**src/rtl/mac_rx_gmii_front_pkg.sv**
```systemverilog
// rtl/mac_rx_gmii_front_pkg.sv - shared types and constants for the MAC Rx GMII/MII front-end
package mac_rx_pkg;

  typedef enum logic [2:0] {WAIT_IDLE, IDLE, PREAMBLE, DATA, DROP} rx_state_e;
  typedef enum logic [1:0] {SYM_PRE, SYM_SFD, SYM_BAD} sym_kind_e;

  localparam int ST_RX_ER    = 0;
  localparam int ST_DRIBBLE  = 1;
  localparam int ST_RUNT     = 2;
  localparam int ST_OVERSIZE = 3;
  localparam int ST_CRC_BAD  = 4;

  localparam logic [7:0]  PRE_BYTE    = 8'h55;
  localparam logic [7:0]  SFD_BYTE    = 8'hD5;
  localparam logic [3:0]  PRE_NIB     = 4'h5;
  localparam logic [3:0]  SFD_NIB     = 4'hD;
  localparam logic [31:0] CRC_RESIDUE = 32'hC704DD7B;

  // Preamble symbol class: full byte at 1000M, low nibble only at 100M.
  function automatic sym_kind_e classify(input logic spd, input logic [7:0] d);
    if (spd) begin
      if (d == PRE_BYTE) return SYM_PRE;
      if (d == SFD_BYTE) return SYM_SFD;
    end else begin
      if (d[3:0] == PRE_NIB) return SYM_PRE;
      if (d[3:0] == SFD_NIB) return SYM_SFD;
    end
    return SYM_BAD;
  endfunction

  // The CRC engine shifts LSB first, so its register is the mirror of the MSB-first residue.
  function automatic logic [31:0] bitrev32(input logic [31:0] v);
    logic [31:0] r;
    for (int i = 0; i < 32; i++) r[i] = v[31-i];
    return r;
  endfunction

endpackage

```
**src/rtl/mac_rx_gmii_front_if.sv**
```systemverilog
// rtl/mac_rx_gmii_front_if.sv - PHY receive inputs and Rx FIFO byte stream of the front-end
interface mac_rx_gmii_front_if;
  logic        Rx_dv;
  logic        Rx_er;
  logic [7:0]  Rxd;
  logic        Speed;
  logic [7:0]  Rx_data;
  logic        Rx_valid;
  logic        Rx_sof;
  logic        Rx_eof;
  logic [4:0]  Rx_status;
  logic [15:0] Rx_len;
  logic        Frame_drop;

  modport master (
    input  Rx_dv, Rx_er, Rxd, Speed,
    output Rx_data, Rx_valid, Rx_sof, Rx_eof, Rx_status, Rx_len, Frame_drop
  );

  modport slave (
    output Rx_dv, Rx_er, Rxd, Speed,
    input  Rx_data, Rx_valid, Rx_sof, Rx_eof, Rx_status, Rx_len, Frame_drop
  );
endinterface

```
**src/rtl/mac_crc32_d8.sv**
```systemverilog
// rtl/mac_crc32_d8.sv - combinational reflected CRC-32 update for one byte
module mac_crc32_d8 (
  input  logic [31:0] crc_in,
  input  logic [7:0]  data_in,
  output logic [31:0] crc_out
);

  // Eight LSB-first shift steps with the reflected polynomial 0xEDB88320.
  always_comb begin
    logic [31:0] c;
    c = crc_in;
    for (int i = 0; i < 8; i++) begin
      c = (c[0] ^ data_in[i]) ? ({1'b0, c[31:1]} ^ 32'hEDB88320) : {1'b0, c[31:1]};
    end
    crc_out = c;
  end

endmodule

```
**src/rtl/mac_rx_gmii_front.sv**
```systemverilog
// rtl/mac_rx_gmii_front.sv - GMII/MII receive front-end; optional FCS check under MAC_RX_CRC_CHECK_EN
module mac_rx_gmii_front
  import mac_rx_pkg::*;
#(
  parameter int MIN_LEN = 64,
  parameter int MAX_LEN = 1518
) (
  input logic                 Rx_clk,
  input logic                 Reset_n,
  mac_rx_gmii_front_if.master bus
);

  localparam logic [15:0] MIN_L = 16'(MIN_LEN);
  localparam logic [15:0] MAX_L = 16'(MAX_LEN);

  rx_state_e   state;
  logic        spd;
  logic        nib_have;
  logic [3:0]  nib_lo;
  logic [7:0]  hold_data;
  logic [15:0] cnt;
  logic        er_seen;
  logic        ovf;

  logic        samp_spd;
  sym_kind_e   sym;
  logic [7:0]  new_byte;
  logic        byte_done;
  logic        accept;
  logic        enter_data;
  logic        crc_bad;
  logic [4:0]  eof_status;

  // Symbol decode; the IDLE symbol is judged with the Speed being latched on that same edge.
  always_comb begin
    samp_spd   = (state == IDLE) ? bus.Speed : spd;
    sym        = classify(samp_spd, bus.Rxd);
    new_byte   = spd ? bus.Rxd : {bus.Rxd[3:0], nib_lo};
    byte_done  = spd | nib_have;
    accept     = (state == DATA) && bus.Rx_dv && byte_done && (cnt < MAX_L);
    enter_data = ((state == IDLE) || (state == PREAMBLE)) && bus.Rx_dv && (sym == SYM_SFD);
  end

`ifdef MAC_RX_CRC_CHECK_EN
  logic [31:0] crc;
  logic [31:0] crc_next;

  mac_crc32_d8 u_crc (
    .crc_in  (crc),
    .data_in (new_byte),
    .crc_out (crc_next)
  );

  // Running CRC over every byte that will be delivered, FCS included.
  always_ff @(posedge Rx_clk or negedge Reset_n) begin
    if (!Reset_n)        crc <= '1;
    else if (enter_data) crc <= '1;
    else if (accept)     crc <= crc_next;
  end

  assign crc_bad = ovf | (bitrev32(crc) != CRC_RESIDUE);
`else
  assign crc_bad = 1'b0;
`endif

  // Frame status as it stands when the last byte leaves.
  always_comb begin
    eof_status              = '0;
    eof_status[ST_RX_ER]    = er_seen;
    eof_status[ST_DRIBBLE]  = nib_have;
    eof_status[ST_RUNT]     = (cnt < MIN_L);
    eof_status[ST_OVERSIZE] = ovf;
    eof_status[ST_CRC_BAD]  = crc_bad;
  end

  // Receive FSM: preamble hunt, nibble assembly, one-byte holdback and registered outputs.
  always_ff @(posedge Rx_clk or negedge Reset_n) begin
    if (!Reset_n) begin
      state          <= WAIT_IDLE;
      spd            <= 1'b0;
      nib_have       <= 1'b0;
      nib_lo         <= '0;
      hold_data      <= '0;
      cnt            <= '0;
      er_seen        <= 1'b0;
      ovf            <= 1'b0;
      bus.Rx_data    <= '0;
      bus.Rx_valid   <= 1'b0;
      bus.Rx_sof     <= 1'b0;
      bus.Rx_eof     <= 1'b0;
      bus.Rx_status  <= '0;
      bus.Rx_len     <= '0;
      bus.Frame_drop <= 1'b0;
    end else begin
      bus.Rx_valid   <= 1'b0;
      bus.Rx_sof     <= 1'b0;
      bus.Rx_eof     <= 1'b0;
      bus.Rx_status  <= '0;
      bus.Rx_len     <= '0;
      bus.Frame_drop <= 1'b0;
      case (state)
        WAIT_IDLE: if (!bus.Rx_dv) state <= IDLE;
        IDLE, PREAMBLE: begin
          if (!bus.Rx_dv) begin
            if (state == PREAMBLE) begin
              state          <= DROP;
              bus.Frame_drop <= 1'b1;
            end
          end else begin
            if (state == IDLE) spd <= bus.Speed;
            if (enter_data) begin
              state    <= DATA;
              cnt      <= '0;
              nib_have <= 1'b0;
              er_seen  <= 1'b0;
              ovf      <= 1'b0;
            end else if (sym == SYM_PRE) begin
              state <= PREAMBLE;
            end else begin
              state          <= DROP;
              bus.Frame_drop <= 1'b1;
            end
          end
        end
        DATA: begin
          if (bus.Rx_dv) begin
            if (bus.Rx_er) er_seen <= 1'b1;
            if (!byte_done) begin
              nib_lo   <= bus.Rxd[3:0];
              nib_have <= 1'b1;
            end else begin
              nib_have <= 1'b0;
              if (accept) begin
                if (cnt != '0) begin
                  bus.Rx_valid <= 1'b1;
                  bus.Rx_data  <= hold_data;
                  bus.Rx_sof   <= (cnt == 16'd1);
                end
                hold_data <= new_byte;
                cnt       <= cnt + 16'd1;
              end else begin
                ovf <= 1'b1;
              end
            end
          end else begin
            state <= IDLE;
            if (cnt != '0) begin
              bus.Rx_valid  <= 1'b1;
              bus.Rx_data   <= hold_data;
              bus.Rx_sof    <= (cnt == 16'd1);
              bus.Rx_eof    <= 1'b1;
              bus.Rx_status <= eof_status;
              bus.Rx_len    <= cnt;
            end else begin
              bus.Frame_drop <= 1'b1;
            end
          end
        end
        DROP: if (!bus.Rx_dv) state <= IDLE;
        default: state <= WAIT_IDLE;
      endcase
    end
  end

endmodule

```
**src/flat_wrapper.sv**
```systemverilog
// flat-port wrapper written by rule: the top's interface ports become plain ports
module mac_rx_gmii_front_flat import mac_rx_pkg::*;
#(
  parameter int MIN_LEN = 64,
  parameter int MAX_LEN = 1518
)
  (Rx_clk, Reset_n, bus_Rx_dv, bus_Rx_er, bus_Rxd, bus_Speed, bus_Rx_data, bus_Rx_valid, bus_Rx_sof, bus_Rx_eof, bus_Rx_status, bus_Rx_len, bus_Frame_drop);
  mac_rx_gmii_front_if bus_i ();
  input logic Rx_clk;
  input logic Reset_n;
  input wire logic [$bits(bus_i.Rx_dv)-1:0] bus_Rx_dv;
  input wire logic [$bits(bus_i.Rx_er)-1:0] bus_Rx_er;
  input wire logic [$bits(bus_i.Rxd)-1:0] bus_Rxd;
  input wire logic [$bits(bus_i.Speed)-1:0] bus_Speed;
  output wire logic [$bits(bus_i.Rx_data)-1:0] bus_Rx_data;
  output wire logic [$bits(bus_i.Rx_valid)-1:0] bus_Rx_valid;
  output wire logic [$bits(bus_i.Rx_sof)-1:0] bus_Rx_sof;
  output wire logic [$bits(bus_i.Rx_eof)-1:0] bus_Rx_eof;
  output wire logic [$bits(bus_i.Rx_status)-1:0] bus_Rx_status;
  output wire logic [$bits(bus_i.Rx_len)-1:0] bus_Rx_len;
  output wire logic [$bits(bus_i.Frame_drop)-1:0] bus_Frame_drop;
  assign bus_i.Rx_dv = bus_Rx_dv;
  assign bus_i.Rx_er = bus_Rx_er;
  assign bus_i.Rxd = bus_Rxd;
  assign bus_i.Speed = bus_Speed;
  assign bus_Rx_data = bus_i.Rx_data;
  assign bus_Rx_valid = bus_i.Rx_valid;
  assign bus_Rx_sof = bus_i.Rx_sof;
  assign bus_Rx_eof = bus_i.Rx_eof;
  assign bus_Rx_status = bus_i.Rx_status;
  assign bus_Rx_len = bus_i.Rx_len;
  assign bus_Frame_drop = bus_i.Frame_drop;
  mac_rx_gmii_front #(.MIN_LEN(MIN_LEN), .MAX_LEN(MAX_LEN)) u_core (.Rx_clk(Rx_clk), .Reset_n(Reset_n), .bus(bus_i));
endmodule
```
**config.mk**
```make
export PLATFORM = sky130hd
export DESIGN_NAME = mac_rx_gmii_front_flat
export DESIGN_NICKNAME = d
export VERILOG_FILES = /design/src/rtl/mac_rx_gmii_front_pkg.sv /design/src/rtl/mac_rx_gmii_front_if.sv /design/src/rtl/mac_crc32_d8.sv /design/src/rtl/mac_rx_gmii_front.sv /design/src/flat_wrapper.sv
export SDC_FILE = /design/constraint.sdc
export NUM_CORES = 1
export LEC_CHECK = 0
export CAP_MARGIN = 15
export CORE_UTILIZATION = 46
export CTS_CLUSTER_DIAMETER = 100
export DETAILED_ROUTE_END_ITERATION = 16
export PLACE_DENSITY = 0.79
export SLEW_MARGIN = 25
export SYNTH_ARGS = -nofsm -noshare
export SYNTH_HDL_FRONTEND = slang
export SYNTH_HIERARCHICAL = 1
export SYNTH_SLANG_ARGS = --single-unit
```
**constraint.sdc**
```tcl
create_clock -name Rx_clk -period 6.4 [get_ports Rx_clk]
set_clock_uncertainty 0.15 [all_clocks]
set_input_delay 0.64 -clock Rx_clk [delete_from_list [all_inputs] [get_ports Rx_clk]]
set_output_delay 0.64 -clock Rx_clk [all_outputs]
set_load 0.02 [all_outputs]
```
* Yosys cells after proc, flatten, opt, wreduce, memory -nomap -nowiden *
Index checks and enable logic that the tools add are counted.
W data, S select, Z words.

storage, ports and cells
  register bits = 68

cells by class
  multiplexer cells = 72
  eq/ne operators = 21
  order comparisons = 2
  bitwise gates (word level) = 2
  add/subtract/negate cells = 1
  reductions and logical operators = 21

operators with widths
  operator                 number
  $mux W16                 8
  $mux W8                  5
  $mux W1                  37
  $pmux W16 S2             1
  $add A16 B1 Y16 const B  1
  $eq A16 B1 Y1 const B    1
  $lt A16 B11 Y1 const B   1
  $lt A16 B7 Y1 const B    1
  $mux W2                  8
  $reduce_bool A16 Y1      1
  $mux W3                  5
  $reduce_and A6 Y1        2
  $mux W5                  2
  $ne A2 B1 Y1 const B     5
  $ne A2 B2 Y1 const B     5
  $eq A8 B7 Y1 const B     1
  $eq A8 B8 Y1 const B     1
  $pmux W1 S2              4
  $reduce_and A4 Y1        2
  $eq A3 B2 Y1 const B     2
  $pmux W3 S2              1
  $reduce_and A3 Y1        2
  $logic_and A1 B1 Y1      5
  $reduce_and A5 Y1        1
  other kinds (16)         17

* Depth between registers and ports, before layout *
Gate-level depths: netlist of the first run.

  depth in word-level cells = 11
  depth in mapped cells = 8
  depth with buffers taken out = 6

* Worst setup path after synthesis of the first run *
OpenSTA, ideal clock, no wires.

  path kind = reg2reg
  from = register u_core.state[2]
  to = register u_core.cnt[8]
  buffers on the path = 1
  cell stages (with the launch flop) = 7
  required time = 6125 ps
  library setup time = 125 ps
  setup slack = 4227 ps
  arrival = 1898 ps
  cell sequence = dfrtp_1 clkbuf_1 nor3b_2 mux2i_1 mux2i_1 o211ai_1 mux2_2

on the way
  longest elaborated chain between the ends = 8
  elaborated cells on any way between the ends = 23
  classes of those cells = eq/ne (9); mux (5); reduce/logical (9)

ends and longest elaborated chain
  what                                line                                                                        RTL
  start: declaration                  mac_rx_gmii_front.sv:16                                                     rx_state_e state;
  start signal: assignment            mac_rx_gmii_front.sv:79                                                     state <= WAIT_IDLE;
  start signal: assignment            mac_rx_gmii_front.sv:102                                                    WAIT_IDLE: if (!bus.Rx_dv) state <= IDLE;
  start signal: assignment            mac_rx_gmii_front.sv:106                                                    state <= DROP;
  $eq A3 B1 Y1                        mac_rx_gmii_front.sv:36, mac_rx_gmii_front.sv:41, mac_rx_gmii_front.sv:101
  $mux W1                             mac_rx_gmii_front.sv:36                                                     samp_spd = (state == IDLE) ? bus.Speed : spd;
  $mux W2 or $mux W1 (tied branches)  mac_rx_gmii_front_pkg.sv:21                                                 if (spd) begin
  $mux W2                             mac_rx_gmii_front_pkg.sv:28                                                 return SYM_BAD;
  $eq A2 B1 Y1                        mac_rx_gmii_front.sv:41                                                     enter_data = ((state == IDLE) || (state == PREAMBLE)) && bus.Rx_dv && (sym == SYM_SFD);
  $logic_and A1 B1 Y1                 mac_rx_gmii_front.sv:41
  $ne A2 B1 Y1 (no source line)       n/a
  $reduce_and A6 Y1 (no source line)  n/a
  end signal: assignment              mac_rx_gmii_front.sv:140                                                    cnt <= cnt + 16'd1;
  end: declaration                    mac_rx_gmii_front.sv:21                                                     logic [15:0] cnt;

Several ways; a longest one is shown, not always the timed one.
A chain may end at the register's enable or synchronous reset.

* Final worst setup path of the first run *
  from = input bus_Rx_dv
  to = register u_core.bus.Rx_data[6]

on the way
  longest elaborated chain between the ends = 5
  elaborated cells on any way between the ends = 7
  classes of those cells = eq/ne (2); mux (1); reduce/logical (4)

ends and longest elaborated chain
  what                                line                        RTL
  start: declaration                  flat_wrapper.sv:11          input wire logic [$bits(bus_i.Rx_dv)-1:0] bus_Rx_dv;
  $logic_and A1 B1 Y1 (3 in a row)    mac_rx_gmii_front.sv:40     accept = (state == DATA) && bus.Rx_dv && byte_done && (cnt < MAX_L);
  $ne A2 B1 Y1 (no source line)       n/a
  $reduce_and A3 Y1 (no source line)  n/a
  end signal: assignment              mac_rx_gmii_front.sv:136    bus.Rx_data <= hold_data;
  end signal: assignment              mac_rx_gmii_front.sv:149    bus.Rx_data <= hold_data;
  end: declaration                    mac_rx_gmii_front_if.sv:17  output Rx_data, Rx_valid, Rx_sof, Rx_eof, Rx_status, Rx_len, Frame_drop

Several ways; a longest one is shown, not always the timed one.

==> summary.txt, run 1 <==
Floorplanning
  – Die X: slightly above 80 um
  – Total core area: about 6300 um2
  – IO Pins: 46
  – Die area: ~6900 um2
  – Row count: 29
  – Initial Util: about 48%
  – Die Height: about 83 um

Synth
  – Synth Area in Compound Gates: 10.2%
  – Most area-consuming cells after synthesis: dfrtp_1, and2_1, mux2_4
  – Post-synthesis mux area share: about a tenth
  – Area share of the largest cell type after synthesis: between 50% and 60%
  – Post-synth cell types: 48
  – Post-Syn Instances: ~270
  – Main combinational cell family by area after synthesis: simple AND/OR/NAND/NOR gates
  – Syn_nets: 287
  – Synth Cell Area: just over 3000 um2
  – Synth Area in Adders: 1.57%
  – Synth Area in XOR/XNOR: less than 1%
  – Ys flop type: dfrtp_1
  – Commonest cells post-synth: dfrtp_1, nor2_1, and2_1
  – Most frequent cell after synthesis: dfrtp_1
  – Area leader, netlist: dfrtp_1
  – Synth Area in Simple Gates: a little under a fifth
  – Asr flop ratio synth: 100%
  – Syn Area/Cell: ~11 um2
  – Sequential share of the synthesized area: a little under three fifths
  – #FFs+latches synth: 67
  – Synth warn: 6
  – Number of synthesized flops with an enable pin: 0

Worst setup path
  – Worst R2R Start: u_core/cnt[10]
  – R2r setup slk: 3660 ps
  – Reg-to-Reg End: u_core/bus.Rx_data[6]
  – Buffers plus inverters on the worst setup path: 1
  – Startpoint Class: input pin
  – CP delay by family, top: buffers and inverters
  – CP arrival: ~3000 ps
  – R2R cell count: 5
  – Worst setup EP type: register
  – Req. time, crit path: 6490 ps
  – Cell Chain, Critical Path: clkdlybuf4s50_1 -> nand4_2 -> or2_1 -> a211o_1 -> mux2_4
  – Critical path peak fanout: 13
  – Slowest stage cell, crit path: clkdlybuf4s50_1
  – Largest stage delay, worst path: slightly below 800 ps
  – Critical path class: input pin to register

Power
  – Leakage: between 0.0015 and 0.002 uW
  – Worst VDD drop: about 120 uV
  – Power Total: 915 uW
  – Pwr/cell area: ~250 nW/um2

Timing
  – Final period util: between 40% and 50%
  – Final hold vios: 0
  – Hold_ws: roughly 300 ps
  – Actual slew at the worst max-slew pin: between 800 and 900 ps
  – Max_slew headroom: between 40% and 50%
  – Fmax: ~340 MHz
  – RSZ-0062 raised after global routing: no
  – # setup viols final: 0
  – Setup TNS Final: 0 ps
  – Clock period minus worst slack: between 2000 and 3000 ps
  – Final Max Slew Viols: 0
  – Final Worst Setup Slack: between 3000 and 4000 ps

Place
  – Post-Place Cells: approximately 380
  – RePlAce Congestion: 0.883
  – Setup WS pre-CTS: 3130 ps
  – Detailed Place HPWL: between 4 and 5 mm
  – I/O Buffers: 44

Global routing
  – Initial antenna violation count: 0
  – Tot GR Track Use: between 10% and 20%
  – Number of global-route vias before repair: 2121
  – First-pass GRT wire length: about 11 mm
  – Remaining Overflow, GRT: 0
  – Largest net degree at the start of global routing: between 60 and 70

Run status
  – Outcome: complete, no violations

Route
  – Via/cell ratio: 5.56
  – Via count: roughly 2200
  – WL per Instance: between 15 and 20 um
  – Antenna-violating nets left: 0
  – Drt drc: 0
  – Final wirelength: 6.14 mm
  – Initial DRC count: 195
  – Pre-antenna DRT Iters: 4

Clocking
  – Root buffer cell: clkbuf_8
  – CTS Buffer Depth: 2
  – Hold buffer count at CTS: 0
  – H-tree depth: 3
  – Clock sink total: 67
  – Post-CTS sizing: 0
  – Clock transition at path regs: about 70 ps
  – CTS tree: done
  – Postcts setup bufs: 0
  – Clock buffer count from CTS: 9
  – Clock Latency Late Sink: between 300 and 400 ps

Flow run
  – Max-cap violations: 0

Final layout
  – N_diodes: 0
  – Fin nets: 328
  – Post-Layout Cell Count: ~400
  – Layout area overhead: 21.0%
  – FILL cells: between 400 and 500
  – Share of cells above drive strength 1: about an eighth

Worst hold path
  – Hold/Removal Path Class: input pin to async pin
-- worst max path at each step --
stage / cells past startpoint / startpoint / slack (ps) / end
final: 5 / bus_Rx_dv / 3430 / u_core/bus.Rx_data[6]
after global routing: 5 / bus_Rx_dv / 3300 / u_core/bus.Rx_data[4]
after CTS: 5 / bus_Rx_dv / 3490 / u_core/bus.Rx_data[0]
after detailed placement: 5 / bus_Rx_dv / 3130 / u_core/bus.Rx_data[6]
after global placement: 5 / bus_Rx_dv / 3190 / u_core/bus.Rx_data[2]
after floorplan: 6 / u_core/state[2] / 4230 / u_core/cnt[8]
-- sequential cells by signal, indices dropped and copies added, names as in the netlist --
| signal | flops |
|---|---|
| u_core/bus.Rx_sof | 1 |
| u_core/nib_have | 1 |
| u_core/bus.Rx_valid | 1 |
| u_core/bus.Rx_eof | 1 |
| u_core/ovf | 1 |
| u_core/state | 3 |
| u_core/hold_data | 8 |
| u_core/er_seen | 1 |
| u_core/bus.Rx_status | 4 |
| u_core/nib_lo | 4 |
| u_core/bus.Rx_len | 16 |
| u_core/cnt | 16 |
| u_core/bus.Rx_data | 8 |
| u_core/bus.Frame_drop | 1 |
| u_core/spd | 1 |
-- area by class of cell --
| cell class | instances | area, um2 | area share (%) |
|---|---|---|---|
| Clock buffer | 11 | 131 | 3.59 |
| Clock inverter | 5 | 30.0 | 0.820 |
| Inverter | 11 | 41.3 | 1.13 |
| Multi-Input combinational cell | 176 | 1230 | 33.5 |
| Sequential cell | 67 | 1680 | 45.8 |
| Tap cell | 77 | 96.3 | 2.63 |
| Timing Repair Buffer | 47 | 458 | 12.5 |
-- cells by family after synthesis --
group / Yosys count
other: 1
XOR/XNOR: 1
buffers and inverters: 28
multiplexers: 25
AND/OR/NAND/NOR: 97
adder cells (fa/ha/maj): 4
AO/OA/AOI/OAI: 48
flip-flops: 67
-- per-layer routing --
layer	part of all wire, %	GRT usage [%]
met5	0	0
met4	2.0	9.40
met3	5.1	5.17
met2	47	28.3
met1	46	27.7
-- per-stage QoR --
stage / instance area [um2] / util, %
final: 3660 / 57.7
after floorplan: 3030 / -
after global placement: 3490 / 55.0
after global routing: 3660 / 57.7
after CTS: 3660 / 57.7
after detailed placement: 3500 / 55.1
-- power breakdown --
group / internal (uW) / switching (uW) / total, uW
Combinational: 57.5 / 75.8 / 133
Sequential: 452 / 33.6 / 485
Clock: 138 / 158 / 296
-- layout by cell type, fill, tap and decap left out, drive strengths merged, types with 11 or more instances in the layout --
cell	Yosys	layout
dfrtp	67	67
clkbuf	6	11
mux2	14	14
and2	20	20
clkdlybuf4s50	0	43
a21oi	16	16
inv	11	11
nor2	22	22
mux2i	11	11
Note: power is estimated with default switching activity, not from simulation.
==> inputs of run 2 (changes only) <==
==> constraint.sdc (replaced) <==
create_clock -name Rx_clk -period 2.77 [get_ports Rx_clk]
set_clock_uncertainty 0.15 [all_clocks]
set_input_delay 0.277 -clock Rx_clk [delete_from_list [all_inputs] [get_ports Rx_clk]]
set_output_delay 0.277 -clock Rx_clk [all_outputs]
set_load 0.02 [all_outputs]
==> summary.txt, run 2 (same netlist as run 1, synthesis figures left out) <==
Route
  – Antenna-violating nets left: 0 (unchanged)
  – Via/cell ratio: 5.47 (was 5.56)
  – Pre-antenna DRT Iters: 4 (unchanged)
  – Via count: 2204 (was 2191)
  – WL per Instance: 15.4 um (was 15.6 um)
  – Initial DRC count: 177 (was 195)
  – Final wirelength: 6.21 mm (was 6.14 mm)
  – Drt drc: 0 (unchanged)

Worst setup path
  – R2R cell count: 6 (was 5)
  – Worst setup EP type: register (unchanged)
  – Critical path class: register to register (was input pin to register)
  – CP arrival: 2520 ps (was 3050 ps)
  – Slowest stage cell, crit path: nor2_1 (was clkdlybuf4s50_1)
  – Cell Chain, Critical Path: nor4_1 -> nand4_1 -> nor2_1 -> a211o_1 -> buf_4 -> mux2_4 (was clkdlybuf4s50_1 -> nand4_2 -> or2_1 -> a211o_1 -> mux2_4)
  – R2r setup slk: 330 ps (was 3660 ps)
  – CP delay by family, top: simple AND/OR/NAND/NOR gates (was buffers and inverters)
  – Largest stage delay, worst path: 490 ps (was 780 ps)
  – Critical path peak fanout: 10 (was 13)
  – Startpoint Class: register (was input pin)
  – Buffers plus inverters on the worst setup path: 1 (unchanged)
  – CP startpoint: u_core/cnt[9] (was bus_Rx_dv)
  – Worst R2R Start: u_core/cnt[9] (was u_core/cnt[10])
  – Req. time, crit path: 2850 ps (was 6490 ps)
  – Reg-to-Reg End: u_core/bus.Rx_data[3] (was u_core/bus.Rx_data[6])

Timing
  – RSZ-0062 raised after global routing: no (unchanged)
  – Final period util: around nine tenths
  – Fmax: 409 MHz
  – Setup TNS Final: 0 ps (unchanged)
  – Final hold vios: 0 (unchanged)
  – Hold_ws: 284 ps (was 303 ps)
  – # setup viols final: 0 (unchanged)
  – Max_slew headroom: 56.0% (was 40.3%)
  – Clock period minus worst slack: 2440 ps
  – Final Max Slew Viols: 0 (unchanged)
  – Actual slew at the worst max-slew pin: 657 ps (was 890 ps)

Power
  – Worst VDD drop: 420 uV (was 117 uV)
  – Power Total: 2240 uW (was 915 uW)
  – Leakage: 0.00172 uW (was 0.00165 uW)
  – Pwr/cell area: 594 nW/um2 (was 250 nW/um2)

Final layout
  – Share of cells above drive strength 1: 14.7% (was 12.3%)
  – Commonest non-fill, non-tap cell in the layout: dfrtp_1 (unchanged)
  – Final core utilization: 59.3% (was 57.7%)
  – N_diodes: 0 (unchanged)
  – Layout area overhead: 24.4% (was 21.0%)
  – Largest registers: u_core/bus.Rx_len x16, u_core/cnt x16 (unchanged)
  – Fin nets: 339 (was 328)
  – FILL cells: 519 (was 498)
  – Final instance area: 3770 um2 (was 3660 um2)
  – Most frequent cells in the layout: dfrtp_1, clkdlybuf4s50_1, nor2_1, and2_1, a21oi_1 (unchanged)

Global routing
  – Initial antenna violation count: 0 (unchanged)
  – Remaining Overflow, GRT: 0 (unchanged)
  – Tot GR Track Use: 19.2% (was 19.6%)
  – Largest net degree at the start of global routing: 24 (was 68)
  – Number of global-route vias before repair: 2070 (was 2121)
  – First-pass GRT wire length: 10.3 mm (was 10.6 mm)

Floorplanning
  – Total core area: 6350 um2 (unchanged)
  – IO Pins: 46 (unchanged)
  – Die area: 6910 um2 (unchanged)
  – Initial Util: 47.7% (unchanged)
  – Die Height: 83.1 um (unchanged)
  – Die X: 83.1 um (unchanged)
  – Row count: 29 (unchanged)

Clocking
  – Postcts setup bufs: 0 (unchanged)
  – Root buffer cell: clkbuf_8 (unchanged)
  – CTS tree: done (unchanged)
  – Clock sink total: 67 (unchanged)
  – H-tree depth: 3 (unchanged)
  – Clock buffer count from CTS: 9 (unchanged)
  – Clock Latency Late Sink: 340 ps (was 350 ps)
  – Clock transition at path regs: 70 ps (about the same)
  – Hold buffer count at CTS: 1 (was 0)
  – Post-CTS sizing: 0 (unchanged)
  – CTS Buffer Depth: 2 (unchanged)

Run status
  – Outcome: complete, no violations (unchanged)

Place
  – DP Area: 3570 um2 (was 3500 um2)
  – RePlAce Congestion: 0.923 (was 0.883)
  – Detailed Place HPWL: 4.31 mm (was 4.20 mm)
  – I/O Buffers: 44 (unchanged)

Flow run
  – Max-cap violations: 0 (unchanged)

Worst hold path
  – Hold/Removal Path Class: input pin to async pin (unchanged)
[run 2: area by class of cell]
| cell class | instances | area, um2 | area share [%] |
|---|---|---|---|
| inverters | 11 | 41.3 | 1.10 |
| clock buffers | 11 | 141 | 3.75 |
| clock inverters | 3 | 40.0 | 1.06 |
| well taps | 77 | 96.3 | 2.56 |
| flip-flops and latches | 67 | 1680 | 44.5 |
| multi-input cells | 176 | 1230 | 32.6 |
| repair buffers | 58 | 543 | 14.4 |
[run 2: worst max-delay path by stage]
stage,end,slack (ps),depth (start not counted)
after floorplan,u_core/cnt[8],600,6
after global placement,u_core/cnt[2],270,7
after detailed placement,u_core/cnt[9],230,7
after CTS,u_core/bus.Rx_data[3],430,6
after global routing,u_core/bus.Rx_data[0],160,6
final,u_core/bus.Rx_data[3],330,6
[run 2: per-layer routing]
layer  vias to the layer above  track usage [%]  wire length (um)
li1                       1062                -                 -
met1                      1053             26.0              2900
met2                        76             29.4              2930
met3                        13             4.27               261
met4                         0             9.25               123
met5                         -                0                 0
[run 2: report_power, final]
group / leakage (uW) / internal [uW] / switching, uW / total, uW
Sequential: 0.000914 / 1040 / 56.5 / 1100
Clock: 0.0000950 / 428 / 354 / 781
Combinational: 0.000714 / 153 / 201 / 354
[run 2: worst reg2reg max path: stages (launching register included)]
cell	delay, ps
dfrtp_1	450
nor4_1	290
nand4_1	240
nor2_1	490
a211o_1	180
buf_4	220
mux2_4	320
[run 2: stage by stage]
stage	std cells	setup WS [ps]
after floorplan	271	597
after global placement	388	266
after detailed placement	388	229
after CTS	403	427
after global routing	403	156
final	403	326
